## config.mk

```make
export PLATFORM = sky130hd
export DESIGN_NAME = gray_to_bin_sync
export DESIGN_NICKNAME = d
export VERILOG_FILES = /design/src/rtl/gray_to_bin_sync.sv
export SDC_FILE = /design/constraint.sdc
export NUM_CORES = 1
export LEC_CHECK = 0
export ABC_CLOCK_PERIOD_IN_PS = 4100
export BUFFER_PORTS_ARGS = -buffer_cell sky130_fd_sc_hd__clkbuf_2
export CAP_MARGIN = 20
export CORE_ASPECT_RATIO = 1.75
export CORE_MARGIN = 8
export CORE_UTILIZATION = 40
export DETAILED_ROUTE_END_ITERATION = 16
export PLACE_DENSITY_LB_ADDON = 0.08
export SLEW_MARGIN = 20
export SYNTH_ARGS = -nofsm -noshare
export SYNTH_HDL_FRONTEND = slang
export SYNTH_SLANG_ARGS = --single-unit
```

## constraint.sdc

```tcl
create_clock -name clk -period 4.1 [get_ports clk]
set_clock_uncertainty 0.05 [all_clocks]
set_input_delay 0.205 -clock clk [delete_from_list [all_inputs] [get_ports clk]]
set_output_delay 0.205 -clock clk [all_outputs]
set_load 0.01 [all_outputs]
```

## src/rtl/gray_to_bin_sync.sv

```systemverilog
// Synchronizes an asynchronous Gray-coded count, converts it to binary and
// classifies each change as a legal +1/-1 step or an error, counting errors.
module gray_to_bin_sync #(
  parameter int WIDTH = 4
) (
  input  logic             clk,
  input  logic             rst_n,
  input  logic [WIDTH-1:0] gray_in,
  input  logic             clr_err,
  output logic [WIDTH-1:0] bin_out,
  output logic             up_pulse,
  output logic             dn_pulse,
  output logic             err_pulse,
  output logic [7:0]       err_cnt
);

  logic [WIDTH-1:0] sync1_q, sync1_d;
  logic [WIDTH-1:0] sync2_q, sync2_d;
  logic [WIDTH-1:0] bin_q, bin_d;
  logic             up_q, up_d;
  logic             dn_q, dn_d;
  logic             err_q, err_d;
  logic [7:0]       err_cnt_q, err_cnt_d;

  logic [WIDTH-1:0] nb;
  logic [WIDTH-1:0] pb_inc;
  logic [WIDTH-1:0] pb_dec;

  always_comb begin
    sync1_d = gray_in;
    sync2_d = sync1_q;

    // Binary bit i is the XOR of all Gray bits from the MSB down to i.
    nb = '0;
    for (int i = 0; i < WIDTH; i++) begin
      nb[i] = ^(sync2_q >> i);
    end

    pb_inc = bin_q + WIDTH'(1);
    pb_dec = bin_q - WIDTH'(1);

    bin_d = nb;
    up_d  = 1'b0;
    dn_d  = 1'b0;
    err_d = 1'b0;
    if (nb == pb_inc) begin
      up_d = 1'b1;
    end else if (nb == pb_dec) begin
      dn_d = 1'b1;
    end else if (nb != bin_q) begin
      err_d = 1'b1;
    end

    // Counts the registered error pulse, so a clear in the pulse cycle wins.
    err_cnt_d = err_cnt_q;
    if (clr_err) begin
      err_cnt_d = 8'd0;
    end else if (err_q && (err_cnt_q != 8'hFF)) begin
      err_cnt_d = err_cnt_q + 8'd1;
    end
  end

  always_ff @(posedge clk or negedge rst_n) begin
    if (!rst_n) begin
      sync1_q   <= '0;
      sync2_q   <= '0;
      bin_q     <= '0;
      up_q      <= 1'b0;
      dn_q      <= 1'b0;
      err_q     <= 1'b0;
      err_cnt_q <= 8'd0;
    end else begin
      sync1_q   <= sync1_d;
      sync2_q   <= sync2_d;
      bin_q     <= bin_d;
      up_q      <= up_d;
      dn_q      <= dn_d;
      err_q     <= err_d;
      err_cnt_q <= err_cnt_d;
    end
  end

  assign bin_out   = bin_q;
  assign up_pulse  = up_q;
  assign dn_pulse  = dn_q;
  assign err_pulse = err_q;
  assign err_cnt   = err_cnt_q;

endmodule

```

==> out/results.tsv, run 1 <==
stage	metric	value	unit
clock_network	cts_root_buf	clkbuf_8	
timing	finalMaxSlewViolations	0	
pwr	clkPwrFrac	23.6	%
floorplan	row_count	25	
floorplan	die-area	4700	um^2
worst_setup_path	cp_cell_sequence	xor2_4 > xor2_4 > or3_1 > a211oi_2 > nor2_1	
floorplan	die_w	55.3	um
synth	synth_edf_count	0	
timing	min_period	1.84	ns
detailed_routing	wl	2.00	mm
clock_network	cts_num_sinks	23	
worst_setup_path	crit_type	register to register	
placed_design	gp_congestion	0.781	
global_routing	grt_first_pass_wirelength	3.54	mm
detailed_routing	vias	744	
worst_setup_path	cp_max_fo	7	
timing	hold_viol	0	
detailed_routing	route.detailed.drc	0	
run_status	status	finished clean	
pwr	power	0.576	mW
synth	synth.yosys.seq_area_share	53.1	%
clock_network	worstSkewPairLatency	0.26	ns
pwr	p_comb_share	26.9	%
finish	drive_gt1_share	26.7	%
synth	syn_inst	92	
global_routing	grt.total_usage	8.90	%
pwr	p_int	0.393	mW
timing	finalSetupTns	0	ns
placed_design	dp_hpwl	1.53	mm
placed_design	numPortBuffers	21	
clock_network	cts_max_level	1	
global_routing	overflow	0	
clock_network	clkTransAtPathRegs	0.08	ns
clock_network	tritoncts	built	
global_routing	grt_pass1_vias	734	
finish	n_antenna_cell	0	
detailed_routing	ant_nets	0	
clock_network	cts_made_buffers	3	
detailed_routing	routed_via_density	5.06	
pwr	pwr-share-seq	49.5	%
global_routing	antenna_found_initial	0	
finish	nets	131	
worst_setup_path	slowest_stage	dfrtp_1	
synth	yosys_warnings	0	
timing	rsz0062_at_grt	no	
worst_setup_path	arrival	1.94	ns
pwr	ir_worst_vdd	0.000255	V
clock_network	max-clock-path-buffers	2	
worst_setup_path	rrSetupSlack	2.26	ns
pwr	switching_share	31.7	%
worst_setup_path	end_kind	register	
flow_run	drv_cap	0	
worst_setup_path	worstSetupStartpointType	register	
global_routing	grt_max_degree	24	
timing	maxSlewHeadroom	63.6	%
synth	synthArstFlopShare	100	%
worst_setup_path	cp.required	4.20	ns
finish	nFillCells	266	
pwr	leakage	0.604	nW
synth	synth.distinct_cells	26	
worst_setup_path	critical_path.most_common_cell	xor2_4	
detailed_routing	wire_per_inst	13.6	um
timing	worst_pin_slew	0.546	ns
synth	synth-seq-cells	23	
finish	areaGrowthSynthToFinish	21.0	%
synth	synth_flop_cell	dfrtp_1	
floorplan	ioPinCount	22	
pwr	p_per_area	439	nW/um^2
floorplan	design.core.area	2630	um^2
pwr	net-switching-power	0.183	mW
detailed_routing	drt-initial-drc-count	2	
timing	min_period_over_period	44.9	%
synth	synth_nets	102	
worst_setup_path	max_stage_delay	0.53	ns
detailed_routing	drt_pass1_iterations	4	
timing	setup_viol	0	
floorplan	die_y	84.9	um
clock_network	post_cts_buffers	0	
floorplan	start_util	41.2	%
worst_hold_path	hp-class	primary input to register	
synth	netlist_area	1080	um^2
synth	avgSynthCellArea	11.8	um^2
timing	max_freq	0.543	GHz
## cell usage after synthesis, drive strengths merged, types with 2 or more instances
library cell  count  area share, %
ha                3            3.5
a211oi            3            2.5
dfrtp            23             53
nor2             11            3.8
nand2             7            2.4
xnor2             7            5.7
nand4             2            1.2
xor2             11             13
mux2i             3            2.8
and3              2            1.3
nor3              3            1.4
nand3             5            2.3
o21ai             2            1.3
inv               2           0.69
or3               2            1.2
## power groups by stage
stage / sequential, mW / clock, mW / combinational [mW]
2_1_floorplan: 0.294 / 0 / 0.0979
3_3_place_gp: 0.288 / 0 / 0.153
3_5_place_dp: 0.290 / 0 / 0.154
4_1_cts: 0.286 / 0.141 / 0.158
5_1_grt: 0.291 / 0.147 / 0.173
6_report: 0.285 / 0.136 / 0.155
## cells in the final DEF (no fill, tap or decap), drive strengths merged, types with 2 or more instances in the layout
cell type    instances
clkbuf              24
dfrtp               23
nor2                11
xor2                11
xnor2                7
nand2                7
nand3                5
dlygate4sd3          5
nor3                 3
mux2i                3
ha                   3
a211oi               3
inv                  2
or3                  2
nand4                2
and3                 2
o21ai                2
## state kept, by name (all words and copies together), names as in the netlist
signal and cells:
err_pulse 1, sync2_q 4, bin_out 4, dn_pulse 1, sync1_q 4, up_pulse 1
err_cnt 8
## worst max-delay path, delay by kind of cell, from the launching register on
family	cells	cell delay [ns]
flops	1	0.53
compound gates	1	0.27
xor+xnor	2	0.43
simple gates	2	0.46
## per-layer routing
metal	part of all wire [%]	GRT usage, %
met5	0	0
met1	41	9.86
met4	1.4	4.05
met3	3.4	1.94
met2	54	15.6
## metrics by stage
step	util, %	area (um^2)	cells	worst slack [ns]	hold slack (ns)
floorplan	-	1080	92	2.40	-0.141
global route	49.9	1310	147	2.14	0.185
CTS	49.9	1310	147	2.25	0.175
finish	49.9	1310	147	2.26	0.171
global placement	46.2	1210	138	2.32	0.180
detailed placement	46.2	1210	138	2.25	0.182
## cell families after synthesis
logic type	count (synthesis)	synth area share [%]
AND/OR/NAND/NOR	33	14.3
flip-flops	23	53.1
XOR/XNOR	18	18.7
AO/OA/AOI/OAI	8	6.24
buffers and inverters	4	1.39
multiplexers	3	2.77
adder cells (fa/ha/maj)	3	3.46
## path summary, 6_finish.rpt
kind,startpoint,to,cells past startpoint
max,sync2_q[3],err_pulse,5
max reg2reg,sync2_q[3],err_pulse,5
min in group asynchronous,rst_n,dn_pulse,2
min reg2reg,sync1_q[2],sync2_q[2],0
max in group asynchronous,rst_n,bin_out[2],2
min,clr_err,err_cnt[0],2
## cell type report
type,instances,area (um^2),share of cell area [%]
Sequential cell,23,576,43.9
Multi-Input combinational cell,65,493,37.6
Timing Repair Buffer,26,155,11.8
Clock buffer,3,41.3,3.15
Tap cell,27,33.8,2.58
Inverter,2,7.51,0.573
Clock inverter,1,5.00,0.382
## repair_timing
item	in CTS	in global routing
hold buffers	5	0
resized for setup	0	0
hold endpoints to repair	27	0
Note: power is estimated with default switching activity, not from simulation.
==> run 2: changes to the inputs <==
--- a/config.mk
+++ b/config.mk
@@ -5,7 +5,8 @@
 export SDC_FILE = /design/constraint.sdc
 export NUM_CORES = 1
 export LEC_CHECK = 0
-export ABC_CLOCK_PERIOD_IN_PS = 4100
+export ABC_AREA = 1
+export ABC_CLOCK_PERIOD_IN_PS = 1650
 export BUFFER_PORTS_ARGS = -buffer_cell sky130_fd_sc_hd__clkbuf_2
 export CAP_MARGIN = 20
 export CORE_ASPECT_RATIO = 1.75
==> constraint.sdc (replaced) <==
create_clock -name clk -period 1.65 [get_ports clk]
set_clock_uncertainty 0.05 [all_clocks]
set_input_delay 0.0825 -clock clk [delete_from_list [all_inputs] [get_ports clk]]
set_output_delay 0.0825 -clock clk [all_outputs]
set_load 0.01 [all_outputs]
==> out/results.tsv, run 2 <==
stage	metric	value	unit
worst_setup_path	rrSetupSlack	0.14	ns
worst_setup_path	crit_type	register to register	
timing	whs	0.293	ns
worst_setup_path	cp_cell_sequence	inv_2 > ha_2 > nand2_1 > inv_1 > nor2_1 > nand2_1 > nand2_1 > nor2_1 > nand3_1 > nand2_1 > nor2_1	
detailed_routing	routed_via_density	4.94	
worst_setup_path	cp.required	1.76	ns
run_status	status	finished clean	
finish	areaGrowthSynthToFinish	23.1	%
synth	synth.distinct_cells	16	
worst_setup_path	cp_max_fo	4	
synth	synth-seq-cells	23	
worst_setup_path	worstSetupStartpointType	register	
synth	synth_flop_cell	dfrtp_1	
global_routing	overflow	0	
synth	yosys_warnings	0	
finish	regArea	577	um^2
placed_design	place_ws	0.0728	ns
synth	netlist_area	1220	um^2
timing	worst_pin_slew	0.567	ns
placed_design	dp.cells	210	
synth	synth.yosys.seq_area_share	47.0	%
worst_setup_path	path_delay_family	simple AND/OR/NAND/NOR gates	
worst_setup_path	end_kind	register	
worst_setup_path	max_stage_delay	0.41	ns
floorplan	row_count	26	
clock_network	cts_root_buf	clkbuf_8	
worst_setup_path	arrival	1.62	ns
finish	nFillCells	310	
synth	synthArstFlopShare	100	%
synth	avgSynthCellArea	7.65	um^2
detailed_routing	drt-initial-drc-count	18	
timing	hold_viol	0	
clock_network	tritoncts	built	
global_routing	grt_first_pass_wirelength	4.68	mm
finish	drive_gt1_share	24.6	%
finish	fin_area	1510	um^2
floorplan	design.core.area	2930	um^2
worst_setup_path	slowest_stage	dfrtp_1	
pwr	ir_worst_vdd	0.000855	V
worst_setup_path	r2r_start	bin_out[1]	
finish	final_cells	223	
detailed_routing	wire_per_inst	12.5	um
finish	layout_commonest_cell	nand2_1	
detailed_routing	vias	1102	
detailed_routing	wl	2.79	mm
detailed_routing	route.detailed.drc	0	
worst_hold_path	hp-class	primary input to async pin	
finish	final_cell_mix	nand2_1, dfrtp_1, clkbuf_2	
synth	synth_top_area_cell	dfrtp_1	
timing	min_period_over_period	91.8	%
finish	n_antenna_cell	0	
timing	fin_ws	0.135	ns
clock_network	cts_num_sinks	23	
floorplan	start_util	41.8	%
synth	synth_commonest_cells	nand2_1, dfrtp_1, inv_1, nor2_1, nand3_1	
clock_network	worstSkewPairLatency	0.26	ns
timing	setup_viol	0	
finish	multi_input_area	561	um^2
pwr	p_per_area	900	nW/um^2
pwr	leakage	0.843	nW
pwr	power	1.36	mW
placed_design	dpl_cell_area	1370	um^2
worst_setup_path	r2r_cells	11	
synth	synth_nets	170	
timing	maxSlewHeadroom	62.2	%
clock_network	cts_made_buffers	3	
synth	synth.most_common_cell	nand2_1	
timing	rsz0062_at_grt	yes	
clock_network	max-clock-path-buffers	2	
floorplan	ioPinCount	22	
timing	max_freq	0.660	GHz
clock_network	cts_max_level	1	
synth	syn_inst	160	
floorplan	die_y	89.2	um
synth	synth_edf_count	0	
worst_setup_path	critical_path.most_common_cell	nand2_1	
finish	nets	206	
global_routing	grt.total_usage	11.7	%
synth	yosysTopAreaCellShare	47.0	%
global_routing	grt_max_degree	24	
synth	synth.area.top_cells	dfrtp_1, nand2_1, inv_1	
placed_design	numPortBuffers	21	
flow_run	drv_cap	0	
finish	largest_reg_flops	8	
finish	final_util	51.5	%
placed_design	gp_congestion	0.823	
floorplan	die-area	5150	um^2
detailed_routing	drt_pass1_iterations	4	
clock_network	clkTransAtPathRegs	0.08	ns
detailed_routing	ant_nets	0	
global_routing	antenna_found_initial	0	
timing	min_period	1.51	ns
timing	finalSetupTns	0	ns
floorplan	die_w	57.8	um
timing	finalMaxSlewViolations	0	
placed_design	dp_hpwl	2.16	mm
global_routing	grt_pass1_vias	1132	
worst_setup_path	path_buf_inv	2	
worst_setup_path	reg2reg_to	err_pulse	
==> run 2: worst max-delay path by stage <==
stage | startpoint | endpoint | slack, ns | cells past startpoint
2_1_floorplan | err_cnt[0] | err_cnt[5] | 0.20 | 9
3_3_place_gp | bin_out[1] | err_pulse | 0.13 | 11
3_5_place_dp | bin_out[1] | err_pulse | 0.07 | 11
4_1_cts | bin_out[1] | err_pulse | 0.05 | 11
5_1_grt | err_cnt[0] | err_cnt[4] | -0.01 | 7
6_report | bin_out[1] | err_pulse | 0.14 | 11
==> run 2: where the power goes <==
part	switching (mW)	total, mW	internal [mW]
sequential	0.0510	0.665	0.613
combinational	0.204	0.339	0.135
clock	0.181	0.352	0.171
==> run 2: metal layers <==
metal | global-route usage [%] | up-vias | routed length (um)
li1 | - | 561 | -
met1 | 9.22 | 512 | 1020
met2 | 24.4 | 23 | 1590
met3 | 2.31 | 6 | 105
met4 | 7.17 | 0 | 78
met5 | 0 | - | 0
==> run 2: layout make-up <==
cell class | instances | share of cell area (%)
timing repair buffer | 31 | 13.0
inverter | 24 | 5.98
sequential | 23 | 38.3
clock inverter | 1 | 0.498
tap | 28 | 2.33
multi-input combinational | 113 | 37.2
clock buffer | 3 | 2.74
==> run 2: timing repair <==
action	4_1_cts	5_1_grt
endpoints found under the setup margin	0	5
hold endpoints to repair	28	0
buffers inserted	0	3
resized for setup	0	5
hold buffers	6	0
==> run 2: cell families (layout without fill, tap and decap cells) <==
| logic type | after synthesis | in the layout | synth area share, % |
|---|---|---|---|
| AND/OR/NAND/NOR | 100 | 100 | 37.2 |
| buffers and inverters | 24 | 59 | 7.36 |
| flip-flops | 23 | 23 | 47.0 |
| AO/OA/AOI/OAI | 8 | 8 | 3.27 |
| adder cells (fa/ha/maj) | 3 | 3 | 3.07 |
| XOR/XNOR | 2 | 2 | 2.05 |
==> run 3: changes to the inputs <==
--- a/config.mk
+++ b/config.mk
@@ -11,8 +11,9 @@
 export CAP_MARGIN = 20
 export CORE_ASPECT_RATIO = 1.75
 export CORE_MARGIN = 8
-export CORE_UTILIZATION = 40
+export CORE_UTILIZATION = 49
 export DETAILED_ROUTE_END_ITERATION = 16
+export GPL_ROUTABILITY_DRIVEN = 0
 export PLACE_DENSITY_LB_ADDON = 0.08
 export SLEW_MARGIN = 20
 export SYNTH_ARGS = -nofsm -noshare
==> out/results.tsv, run 3 (synthesized netlist as in run 2, its figures left out) <==
stage	metric	value	unit
run_status	status	finished clean	
worst_setup_path	slowest_stage	dfrtp_1	
global_routing	grt_first_pass_wirelength	4.52	mm
pwr	ir_worst_vdd	0.000948	V
finish	final_util	61.3	%
placed_design	dp_hpwl	1.94	mm
worst_setup_path	max_stage_delay	0.41	ns
global_routing	grt_pass1_vias	1108	
finish	final_cells	218	
pwr	p_comb_share	25.1	%
timing	hold_viol	0	
worst_setup_path	path_delay_family	flip-flops	
worst_hold_path	hp-class	primary input to async pin	
worst_setup_path	crit_type	register to register	
flow_run	drv_cap	0	
global_routing	use_met3	2.51	%
detailed_routing	wire_per_inst	11.3	um
floorplan	die_y	82.1	um
placed_design	numPortBuffers	21	
clock_network	tritoncts	built	
timing	setup_viol	0	
timing	finalMaxSlewViolations	0	
timing	maxSlewHeadroom	62.6	%
clock_network	cts_made_buffers	3	
pwr	pwr-share-seq	50.1	%
pwr	leakage	0.830	nW
detailed_routing	vias	1066	
finish	areaGrowthSynthToFinish	21.8	%
worst_setup_path	cp.required	1.75	ns
timing	min_period_over_period	88.4	%
worst_setup_path	worstSetupStartpointType	register	
detailed_routing	wl	2.47	mm
detailed_routing	drt-initial-drc-count	18	
timing	min_period	1.46	ns
finish	drive_gt1_share	23.4	%
floorplan	row_count	24	
floorplan	start_util	50.3	%
timing	worst_pin_slew	0.561	ns
pwr	power	1.33	mW
global_routing	grt.total_usage	13.1	%
global_routing	use_met1	13.6	%
clock_network	worstSkewPairLatency	0.26	ns
finish	nets	203	
pwr	net-switching-power	0.414	mW
global_routing	grt_max_degree	24	
worst_setup_path	path_buf_inv	2	
pwr	p_int	0.919	mW
floorplan	design.core.area	2430	um^2
finish	largest_reg_flops	8	
pwr	switching_share	31.0	%
pwr	p_per_area	895	nW/um^2
clock_network	clkTransAtPathRegs	0.08	ns
global_routing	top_usage_layer	met2	
global_routing	overflow	0	
detailed_routing	drt_pass1_iterations	3	
floorplan	die_w	53.8	um
worst_setup_path	end_kind	register	
detailed_routing	route.detailed.drc	0	
timing	max_freq	0.686	GHz
worst_setup_path	cp_max_fo	9	
clock_network	cts_root_buf	clkbuf_8	
worst_setup_path	cp_cell_sequence	ha_2 > nand3_2 > inv_1 > nand2_1 > nand2_4 > inv_2 > o21ai_0 > nor2_1	
detailed_routing	ant_nets	0	
global_routing	gr-usage-met2	24.5	%
detailed_routing	routed_via_density	4.89	
clock_network	max-clock-path-buffers	2	
worst_setup_path	arrival	1.56	ns
global_routing	antenna_found_initial	0	
pwr	clkPwrFrac	24.9	%
timing	finalSetupTns	0	ns
finish	final_cell_mix	nand2_1, dfrtp_1, clkbuf_2	
finish	layout_commonest_cell	nand2_1	
clock_network	cts_max_level	1	
floorplan	die-area	4420	um^2
finish	nFillCells	229	
floorplan	ioPinCount	22	
clock_network	cts_num_sinks	23	
placed_design	dp.cells	208	
timing	rsz0062_at_grt	no	
finish	n_antenna_cell	0	
-- run 3: path summary, 6_finish.rpt --
check / from / endpoint / slack (ns) / depth (start not counted)
worst max-delay path: err_cnt[0] / err_cnt[1] / 0.19 / 8
worst min-delay path: rst_n / sync2_q[3] / 0.30 / 2
worst max register to register: err_cnt[0] / err_cnt[1] / 0.19 / 8
worst min register to register: sync1_q[1] / sync2_q[1] / 0.30 / 0
max in group asynchronous: rst_n / bin_out[0] / 0.84 / 2
min in group clk: sync1_q[1] / sync2_q[1] / 0.30 / 0
-- run 3: layout make-up --
type / instances / area, um^2 / share of cell area [%]
clock buffer: 4 / 45.0 / 3.02
inverter: 24 / 90.1 / 6.05
multi-input combinational: 113 / 573 / 38.5
sequential: 23 / 577 / 38.7
tap: 26 / 32.5 / 2.18
timing repair buffer: 28 / 173 / 11.6
-- run 3: per-layer routing --
metal,up-vias,share of wire (%)
li1,556,-
met2,16,56
met5,-,0
met4,0,1.9
met1,488,38
met3,6,3.9
-- run 3: worst register-to-register path, delay by kind of cell, from the launching register on --
family                   cells  cell delay (ns)
AND/OR/NAND/NOR              4             0.37
adder cells (fa/ha/maj)      1             0.23
flip-flops                   1             0.41
AO/OA/AOI/OAI                1             0.16
buffers and inverters        2             0.14
-- run 3: metrics by stage --
| step | cell area (um^2) | setup slack [ns] | hold WS, ns |
|---|---|---|---|
| after floorplan | 1220 | 0.202 | -0.263 |
| after global placement | 1370 | 0.101 | 0.0436 |
| after detailed placement | 1370 | 0.0510 | 0.0475 |
| after CTS | 1470 | 0.0527 | 0.303 |
| after global routing | 1490 | 0.0214 | 0.313 |
| final | 1490 | 0.191 | 0.302 |
-- run 3: power by group through the flow --
stage                     Combinational (mW)  Clock, mW  Sequential, mW
after detailed placement               0.316          0           0.674
after CTS                              0.329      0.342           0.663
final                                  0.334      0.331           0.667
after global routing                   0.391      0.369           0.677
after global placement                 0.310          0           0.672
after floorplan                        0.191          0           0.687
-- run 3: what timing repair did --
action / CTS / global route
endpoints found under the setup margin: 0 / 5
endpoints found under the hold margin: 28 / 0
setup buffers: 0 / 0
gates resized for setup: 0 / 7
hold buffers: 6 / 0
